File: src/rtl/byte_pack_pkg.sv
// Shared types for the byte-to-halfword packing FIFO.
// Optional drop counter in the top is enabled by BYTE_PACK_DROP_COUNT_EN.
package byte_pack_pkg;

   localparam int unsigned DEFAULT_DEPTH = 16;

   typedef struct packed {
      logic [30:0] addr;
      logic [15:0] data;
      logic [1:0]  be;
   } hw_entry_t;

   typedef enum logic {StIdle, StReq} mem_state_e;

endpackage

File: src/rtl/byte_pack_sync_fifo.sv
// Synchronous FIFO of packed halfword entries; caller guarantees no push when full
// without a simultaneous pop, and no pop when empty.
module byte_pack_sync_fifo
   import byte_pack_pkg::*;
#(
   parameter int unsigned Depth = DEFAULT_DEPTH
) (
   input  logic                   clk_i,
   input  logic                   rst_ni,
   input  logic                   push_i,
   input  logic                   pop_i,
   input  hw_entry_t              wdata_i,
   output hw_entry_t              rdata_o,
   output logic                   full_o,
   output logic                   empty_o,
   output logic [$clog2(Depth):0] count_o
);

   localparam int unsigned PtrW = $clog2(Depth);

   hw_entry_t         mem_q [Depth];
   logic [PtrW-1:0]   wptr_q, rptr_q;
   logic [PtrW:0]     count_q;

   // Storage is not reset; only pointers and count define validity.
   always_ff @(posedge clk_i) begin
      if (push_i) mem_q[wptr_q] <= wdata_i;
   end

   // Depth is a power of two, so pointers wrap naturally.
   always_ff @(posedge clk_i or negedge rst_ni) begin
      if (!rst_ni) begin
         wptr_q  <= '0;
         rptr_q  <= '0;
         count_q <= '0;
      end else begin
         if (push_i) wptr_q <= wptr_q + 1'b1;
         if (pop_i)  rptr_q <= rptr_q + 1'b1;
         case ({push_i, pop_i})
            2'b10:   count_q <= count_q + 1'b1;
            2'b01:   count_q <= count_q - 1'b1;
            default: count_q <= count_q;
         endcase
      end
   end

   assign rdata_o = mem_q[rptr_q];
   assign full_o  = (count_q == (PtrW + 1)'(Depth));
   assign empty_o = (count_q == '0);
   assign count_o = count_q;

endmodule

File: src/rtl/byte_pack_fifo.sv
// Packs byte writes into halfword memory requests through a FIFO.
// Define BYTE_PACK_DROP_COUNT_EN to add the saturating drop_count output.
module byte_pack_fifo
   import byte_pack_pkg::*;
#(
   parameter int unsigned DEPTH        = DEFAULT_DEPTH,
   parameter bit          PUSH_ON_IDLE = 1'b1
) (
   input  logic        clk,
   input  logic        reset_n,
   input  logic [31:0] in_address,
   input  logic [7:0]  in_data,
   input  logic        in_wr,
   output logic [31:0] mem_address,
   output logic [15:0] mem_data,
   output logic [1:0]  mem_be,
   output logic        mem_req,
   input  logic        mem_ack,
   output logic        overflow,
`ifdef BYTE_PACK_DROP_COUNT_EN
   output logic [15:0] drop_count,
`endif
   output logic        busy
);

   localparam int unsigned CntW = $clog2(DEPTH) + 1;

   logic        pend_valid_q, pend_valid_d;
   logic [30:0] pend_addr_q, pend_addr_d;
   logic [15:0] pend_data_q, pend_data_d;
   logic [1:0]  pend_be_q, pend_be_d;
   logic        overflow_q;
   mem_state_e  state_q, state_d;

   logic            lane, merge, push_req, push_ok, pop, drop;
   logic            full, empty;
   logic [CntW-1:0] count;
   hw_entry_t       head, push_entry;

   assign lane  = in_address[0];
   assign merge = pend_valid_q & in_wr & (in_address[31:1] == pend_addr_q) & ~pend_be_q[lane];

   // Pending is flushed when complete, displaced by a non-merging byte, or on an idle cycle.
   assign push_req = pend_valid_q & ((pend_be_q == 2'b11) | (in_wr & ~merge) |
                                     (~in_wr & PUSH_ON_IDLE));
   assign pop      = (state_q == StReq) & mem_ack;
   assign push_ok  = push_req & (~full | pop);
   assign drop     = push_req & ~push_ok;

   assign push_entry = '{addr: pend_addr_q, data: pend_data_q, be: pend_be_q};

   always_comb begin
      pend_valid_d = pend_valid_q;
      pend_addr_d  = pend_addr_q;
      pend_data_d  = pend_data_q;
      pend_be_d    = pend_be_q;
      if (in_wr && !merge) begin
         pend_valid_d = 1'b1;
         pend_addr_d  = in_address[31:1];
         pend_data_d  = lane ? {in_data, 8'h00} : {8'h00, in_data};
         pend_be_d    = lane ? 2'b10 : 2'b01;
      end else if (merge) begin
         if (lane) pend_data_d[15:8] = in_data;
         else      pend_data_d[7:0]  = in_data;
         pend_be_d[lane] = 1'b1;
      end else if (push_req) begin
         pend_valid_d = 1'b0;
         pend_be_d    = 2'b00;
      end
   end

   always_comb begin
      state_d = state_q;
      unique case (state_q)
         StIdle: if (!empty) state_d = StReq;
         StReq:  if (mem_ack && (count == CntW'(1)) && !push_ok) state_d = StIdle;
         default: state_d = StIdle;
      endcase
   end

   always_ff @(posedge clk or negedge reset_n) begin
      if (!reset_n) begin
         pend_valid_q <= 1'b0;
         pend_addr_q  <= '0;
         pend_data_q  <= '0;
         pend_be_q    <= '0;
         overflow_q   <= 1'b0;
         state_q      <= StIdle;
      end else begin
         pend_valid_q <= pend_valid_d;
         pend_addr_q  <= pend_addr_d;
         pend_data_q  <= pend_data_d;
         pend_be_q    <= pend_be_d;
         overflow_q   <= overflow_q | drop;
         state_q      <= state_d;
      end
   end

   byte_pack_sync_fifo #(
      .Depth (DEPTH)
   ) u_fifo (
      .clk_i   (clk),
      .rst_ni  (reset_n),
      .push_i  (push_ok),
      .pop_i   (pop),
      .wdata_i (push_entry),
      .rdata_o (head),
      .full_o  (full),
      .empty_o (empty),
      .count_o (count)
   );

`ifdef BYTE_PACK_DROP_COUNT_EN
   logic [15:0] drop_cnt_q;

   always_ff @(posedge clk or negedge reset_n) begin
      if (!reset_n) begin
         drop_cnt_q <= '0;
      end else if (drop && (drop_cnt_q != 16'hFFFF)) begin
         drop_cnt_q <= drop_cnt_q + 16'd1;
      end
   end

   assign drop_count = drop_cnt_q;
`endif

   // Bus outputs are forced to zero outside a request so reset leaves them clean.
   assign mem_req     = (state_q == StReq);
   assign mem_address = mem_req ? {head.addr, 1'b0} : '0;
   assign mem_data    = mem_req ? head.data : '0;
   assign mem_be      = mem_req ? head.be : '0;
   assign overflow    = overflow_q;
   assign busy        = pend_valid_q | ~empty;

endmodule

File: config.mk
export PLATFORM = sky130hd
export DESIGN_NAME = byte_pack_fifo
export DESIGN_NICKNAME = d
export VERILOG_FILES = /design/src/rtl/byte_pack_pkg.sv /design/src/rtl/byte_pack_sync_fifo.sv /design/src/rtl/byte_pack_fifo.sv
export SDC_FILE = /design/constraint.sdc
export NUM_CORES = 1
export LEC_CHECK = 0
export ABC_AREA = 1
export BUFFER_PORTS_ARGS = -buffer_cell sky130_fd_sc_hd__buf_2
export CELL_PAD_IN_SITES_DETAIL_PLACEMENT = 2
export CELL_PAD_IN_SITES_GLOBAL_PLACEMENT = 2
export CORE_UTILIZATION = 40
export DETAILED_ROUTE_END_ITERATION = 8
export PLACE_DENSITY = 0.86
export SLEW_MARGIN = 20
export SYNTH_ARGS = -nofsm -noshare
export SYNTH_HDL_FRONTEND = slang
export SYNTH_SLANG_ARGS = --single-unit
File: constraint.sdc
create_clock -name clk -period 3.6 [get_ports clk]
set_input_delay 0.36 -clock clk [delete_from_list [all_inputs] [get_ports clk]]
set_output_delay 0.36 -clock clk [all_outputs]
set_load 0.02 [all_outputs]
# Yosys cells after proc, flatten, opt, wreduce, memory -nomap -nowiden
# Memories as Yosys holds them, arrays and structs flattened.
# Index checks and enable logic that the tools add are counted.
dict set report classes {
  div_mod_pow 0
  shift 0
  bitwise_logic 21
  addsub 4
  n_eq_ne 8
  n_reduce_logical 15
  mux 25
  order_cmp 2
  n_mul 0
}
# operator n
set ops {}
lappend ops {{$mux W16} 4}
lappend ops {{$mux W32} 1}
lappend ops {{$eq A31 B31 Y1} 1}
lappend ops {{$mux W8} 2}
lappend ops {{$mux W1} 10}
lappend ops {{$mux W2} 5}
lappend ops {{$pmux W5 S2} 1}
lappend ops {{$add A4 B1 Y4 const B} 2}
lappend ops {{$and A1 B1 Y1} 8}
lappend ops {{$reduce_bool A2 Y1} 4}
lappend ops {{$not A1 Y1} 7}
lappend ops {{$reduce_and A2 Y1} 3}
lappend ops {{$add A5 B1 Y5 const B} 1}
lappend ops {{$eq A5 B1 Y1 const B} 1}
lappend ops {{$eq A5 B5 Y1 const B} 1}
lappend ops {{$logic_not A5 Y1} 1}
lappend ops {{$or A1 B1 Y1} 5}
lappend ops {{$sub A5 B1 Y5 const B} 1}
lappend ops {{$eq A2 B2 Y1 const B} 2}
lappend ops {{$logic_and A1 B1 Y1} 4}
lappend ops {{$ne A2 B1 Y1 const B} 2}
lappend ops {{$reduce_bool A3 Y1} 1}
lappend ops {{$eq A2 B1 Y1 const B} 1}
lappend ops {{$logic_not A1 Y1} 2}
lappend ops {{other kinds (5)} 5}
dict set report totals {
  mem_bits_rw 784
  romBits 0
  output_inout_bits 53
  memories 1
  register_bits 65
  elab_cells 86
  inputBits 44
  latchBits 0
}
# name depth width read_ports rd_clocked_by_memory_dff write_ports line_no
set memory_table {}
lappend memory_table {u_fifo.mem_q 16 49 1 0 1 byte_pack_sync_fifo.sv:21} ;# hw_entry_t mem_q [Depth];

# Longest topological paths before layout
dict set report depth {
  depth_word 14
  ltp_mapped 17
  mapped_depth_nobuf 16
}

# Cells and area by module
# Synthesis repeated with hierarchy kept, for this count alone.
dict set report hier_totals {
  hier_cells 3095
  area_unflattened_um2 35587.9
}
# module instances cells_per_inst seq_area_each_um2 area_per_inst_um2
set by_module_without_submodules {}
lappend by_module_without_submodules {byte_pack_sync_fifo 1 2583 23867.9 32403.6}
lappend by_module_without_submodules {byte_pack_fifo 1 512 1301.2 3184.3}

# Worst setup path after synthesis
# Ideal clock, no wire load.
dict set report synth_path {
  kind {flip-flop to flip-flop}
  start {register pend_addr_q[23]}
  end {memory u_fifo.mem_q[10][0] in the netlist's numbering (enable)}
  t_required_ns 3.144
  t_arrival_ns 3.369
  synth_period_minus_slack_ns 3.824
  path_buffers 1
  stages_incl_launch_ff 12
  setup_ns 0.456
  setup_slack_ns -0.224
  path_cell_list {dfrtp_1 > inv_1 > nand2_1 > nand2_1 > nand2_1 > nor2_1 > nand2_1 > nor2_4 > nand3_4 > nand3_1 > buf_2 > nor2_1}
}
dict set report synth_between {
  elab_chain_cells 11
}
# element line_no
set synth_rtl {}
lappend synth_rtl {{from (decl)} byte_pack_fifo.sv:29} ;# logic [30:0] pend_addr_q, pend_addr_d;
lappend synth_rtl {{from (signal assigned)} byte_pack_fifo.sv:91} ;# pend_addr_q <= pend_addr_d;
lappend synth_rtl {{$eq A31 B31 Y1} byte_pack_fifo.sv:41} ;# assign merge = pend_valid_q & in_wr & (in_address[31:1] == pend_addr_q) & ~pend_be_q[lane];
lappend synth_rtl {{$and A1 B1 Y1 (2 in series)} byte_pack_fifo.sv:41}
lappend synth_rtl {{$not A1 Y1} byte_pack_fifo.sv:44} ;# assign push_req = pend_valid_q & ((pend_be_q == 2'b11) | (in_wr & ~merge) |
lappend synth_rtl {{$and A1 B1 Y1} byte_pack_fifo.sv:44}
lappend synth_rtl {{$or A1 B1 Y1 (2 in series)} byte_pack_fifo.sv:44}
lappend synth_rtl {{$and A1 B1 Y1} byte_pack_fifo.sv:44}
lappend synth_rtl {{$and A1 B1 Y1} byte_pack_fifo.sv:47} ;# assign push_ok = push_req & (~full | pop);
lappend synth_rtl {{$mux W1} byte_pack_sync_fifo.sv:27} ;# if (push_i) mem_q[wptr_q] <= wdata_i;
lappend synth_rtl {{$mux W1 (implied by the code)} byte_pack_sync_fifo.sv:27}
lappend synth_rtl {{to (decl)} byte_pack_sync_fifo.sv:21}
# No other way between the ends.

# Worst setup path after layout
dict set report layout_path {
  start {register u_fifo.rptr_q[1]}
  end {output mem_address[22]}
}
dict set report layout_between {
  elab_chain_cells 2
}
# element line_no
set layout_rtl {}
lappend layout_rtl {{from (decl)} byte_pack_sync_fifo.sv:22} ;# logic [PtrW-1:0] wptr_q, rptr_q;
lappend layout_rtl {{from (signal assigned)} byte_pack_sync_fifo.sv:38} ;# if (pop_i) rptr_q <= rptr_q + 1'b1;
lappend layout_rtl {{$mem_v2 Z16 W49} --}
lappend layout_rtl {{$mux W32} byte_pack_fifo.sv:129} ;# assign mem_address = mem_req ? {head.addr, 1'b0} : '0;
lappend layout_rtl {{to (decl)} byte_pack_fifo.sv:14} ;# output logic [31:0] mem_address,
# No other way between the ends.

==> reports/qor.csv <==
stage,metric,value,unit
critical_path,Crit Path Max Fanout,98,
sta,worst clock skew,0.0469,ns
global_route,first-pass GRT wire length,194000,µm
critical_path,CP required,3.24,ns
synthesis,Most used DFF post-synth,edfxtp_1,
finish,final core occ,0.470,
worst_hold_path,worst hold path class,in -> reg,
critical_path,Critical Path Start,u_fifo.rptr_q[1],
placement,routability cong.,0.800,
synthesis,"Seq/Total Area, Yosys",0.746,
sta,Slew HR,0.220,
sta,achievable clock frequency,282,MHz
global_route,grt ovf,0,
global_route,vias in the first global route,27000,
global_route,largest net degree at the start of global routing,99,
critical_path,crit path capture,mem_address[22],
synthesis,Post-Syn Instances,2576,
die,IO Count,97,
clock_network,Worst-path clk slew,0.06,ns
sta,RSZ-0062 raised after global routing,no,
critical_path,WS Path Type,reg -> out,
power,leakage,13.3,nW
critical_path,crit end category,primary output,
sta,post-route setup slack,0.0586,ns
finish,fillcell total,7965,
detailed_routing,initial drt markers,2835,
synthesis,"EDFF count, synth",784,
sta,final setup fails,0,
placement,post-detail-place hpwl,73100,µm
finish,layout cells sized above 1,0.133,
clock_network,clk sinks,849,
clock_network,Max H-tree Level,3,
clock_network,Root Buffer,clkbuf_16,
die,# rows,106,
clock_network,CTS buffer count,89,
finish,"non-filler cells, final",3857,
status,status,finished clean,
critical_path,Reg-to-Reg Start,pend_valid_q,
critical_path,R2R cell count,16,
detailed_routing,vias per cell,6.34,
critical_path,R2R Setup Slk,0.26,ns
placement,PortBufs,95,
synthesis,Unique masters post-synth,34,
global_route,Global Route Usage Sum,0.314,
critical_path,Crit Reg-Reg Endpoint,u_fifo.count_o[3],
critical_path,CP Launch Type,register,
synthesis,Netlist Area Pre-Place,33700,µm²
detailed_routing,Vias,24500,
detailed_routing,DR pass1 iterations,6,
synthesis,Syn Nets,2629,
synthesis,share of flip-flops with an asynchronous set or reset,0.0766,
die,core area,83600,µm²
sta,measured slew at the worst slew-check pin,1.17,ns
detailed_routing,DRT Wirelength,135000,µm
clock_network,clock buffer depth,3,
detailed_routing,Routed Antenna Nets,0,
die,die outline area,85500,µm²
finish,P&R area growth vs syn,16.4,%
synthesis,Syn Area/Cell,13.1,µm²
power,worst vdd ir,0.000463,V
clock_network,TritonCTS clock tree,yes,
clock_network,clk_lat worst skew,0.69,ns
die,chip width,292,µm
detailed_routing,DRC,0,
global_route,initial antenna violation count,2,
die,Starting Density,0.404,
sta,Final Hold Vio Count,0,
placement,DP Worst Slack,0.438,ns
synthesis,register bit total from synthesis,849,
sta,crit path time final,3.54,ns
die,die height,292,µm
critical_path,WP data arrival,3.18,ns
finish,Layout Nets,2755,
finish,area occupied by multi-input gates,7600,µm²
detailed_routing,drt wl/cell,35.0,µm
sta,period utilization,0.984,
placement,Cells after DPL,3664,
finish,Storage cell area,25200,µm²
power,power per cell area,866,nW/µm²
sta,fin. max-slew vios,0,
run,Max Cap Viol,0,
synthesis,YS warnings,0,
-- cells in the final DEF, fill, tap and decap left out, types with 2 or more instances in the layout --
| cell type | Yosys | routed |
|---|---|---|
| nand4_1 | 5 | 5 |
| clkbuf_16 | 0 | 91 |
| inv_2 | 4 | 3 |
| nor2_1 | 423 | 407 |
| clkbuf_1 | 122 | 30 |
| ha_1 | 9 | 9 |
| buf_16 | 0 | 4 |
| buf_6 | 5 | 5 |
| dfrtp_4 | 0 | 3 |
| inv_1 | 76 | 75 |
| edfxtp_1 | 784 | 784 |
| a21oi_1 | 52 | 48 |
| nand2_1 | 189 | 189 |
| nor2_4 | 1 | 17 |
| buf_4 | 5 | 71 |
| clkinv_2 | 0 | 12 |
| o221ai_1 | 149 | 148 |
| a21oi_2 | 1 | 5 |
| buf_2 | 43 | 94 |
| xor2_1 | 6 | 6 |
| clkbuf_8 | 0 | 10 |
| dfrtp_1 | 65 | 61 |
| clkinvlp_4 | 0 | 2 |
| buf_12 | 0 | 28 |
| o21ai_0 | 415 | 415 |
| clkinv_8 | 0 | 4 |
| dlygate4sd3_1 | 0 | 19 |
| o21ai_1 | 10 | 10 |
| o22ai_1 | 50 | 49 |
| bufinv_16 | 0 | 6 |
| clkinv_1 | 0 | 9 |
| xnor2_1 | 7 | 7 |
| o211ai_1 | 48 | 48 |
| nand3_1 | 87 | 86 |
-- kinds of logic after synthesis --
group / Yosys count / synth area share
xor+xnor: 13 / 0.00337
simple gates: 712 / 0.0842
compound gates: 726 / 0.130
other cells: 1 / 0.000111
buf+inv: 266 / 0.0332
flops: 849 / 0.746
fa+ha+maj: 9 / 0.00334
-- timing repair --
| item | 4_1_cts | 5_1_grt |
|---|---|---|
| hold endpoints to repair | 85 | 0 |
| hold buffers | 19 | 0 |
| setup buffers | 3 | 3 |
| resized for setup | 7 | 4 |
| setup endpoints to repair | 25 | 11 |
-- through the flow --
stage,setup TNS [ns],hold slack (ns),power (mW),instance area [µm²]
floorplan,-142.39,0.0644,18.8,33700
global placement,0,0.517,22.7,36000
detailed placement,0,0.550,23.8,36000
CTS,0,0.000636,33.8,39200
global route,0,0.0425,34.9,39300
finish,0,0.0193,34.0,39300
-- power breakdown --
group	switching, mW	total [mW]	internal, mW
Combinational	8.84	12.0	3.19
Clock	4.20	9.52	5.31
Sequential	0.666	12.4	11.8
-- sequential cells by signal, summed over array words and instances (netlist names) --
signal	cells
u_fifo.count_o	5
u_fifo.rptr_q	4
u_fifo.wptr_q	4
overflow	1
pend_addr_q	31
pend_valid_q	1
mem_req	1
pend_be_q	2
u_fifo.mem_q	784
pend_data_q	16
-- worst max-delay path, cell delays in order (launching register included) --
cell	delay, ns
dfrtp_4	0.66
inv_4	0.15
buf_12	0.40
o21ai_0	0.23
o221ai_1	0.24
o211ai_1	0.19
a21oi_1	0.37
buf_2	0.24
-- layout make-up --
| cell class | count | area share |
|---|---|---|
| multi-input combinational | 1461 | 0.194 |
| timing repair buffer | 221 | 0.0489 |
| sequential | 849 | 0.641 |
| tap | 1080 | 0.0344 |
| inverter | 80 | 0.00803 |
| clock buffer | 131 | 0.0644 |
| antenna | 1 | 0.0000637 |
| clock inverter | 34 | 0.00924 |
-- cell usage after synthesis, drive strengths merged, types with 6 or more instances --
cell    count  area [µm²]
xor2        6        52.6
xnor2       7        61.3
edfxtp    784       23500
nand3      88         453
nor2      425        1610
o221ai    149        1310
dfrtp      65        1630
inv        80         300
ha          9         113
o211ai     48         360
clkbuf    130         498
a21oi      53         269
nand4       6        43.8
o22ai      50         313
buf        56         320
o21ai     425        2130
nand2     191         727
-- routing by layer --
metal | part of all wire | up-vias | routed length, µm | GRT usage
met5 | 0.000096 | - | 13 | 0
met3 | 0.071 | 396 | 9620 | 0.0561
met4 | 0.051 | 2 | 6930 | 0.163
met2 | 0.50 | 1351 | 67500 | 0.534
li1 | - | 9848 | - | -
met1 | 0.38 | 12900 | 51100 | 0.382
-- how the worst min path moves through the flow --
stage,cells after the start,endpoint,slack [ns],startpoint
after floorplan,0,mem_req,0.06,reset_n
after global placement,2,pend_addr_q[9],0.52,pend_addr_q[9]
after detailed placement,2,u_fifo.count_o[3],0.55,u_fifo.count_o[3]
after CTS,3,pend_data_q[7],0.0006,in_data[7]
after global routing,3,pend_data_q[12],0.04,in_data[4]
final,3,pend_addr_q[28],0.02,in_address[29]
(Power assumes the default switching activity.)
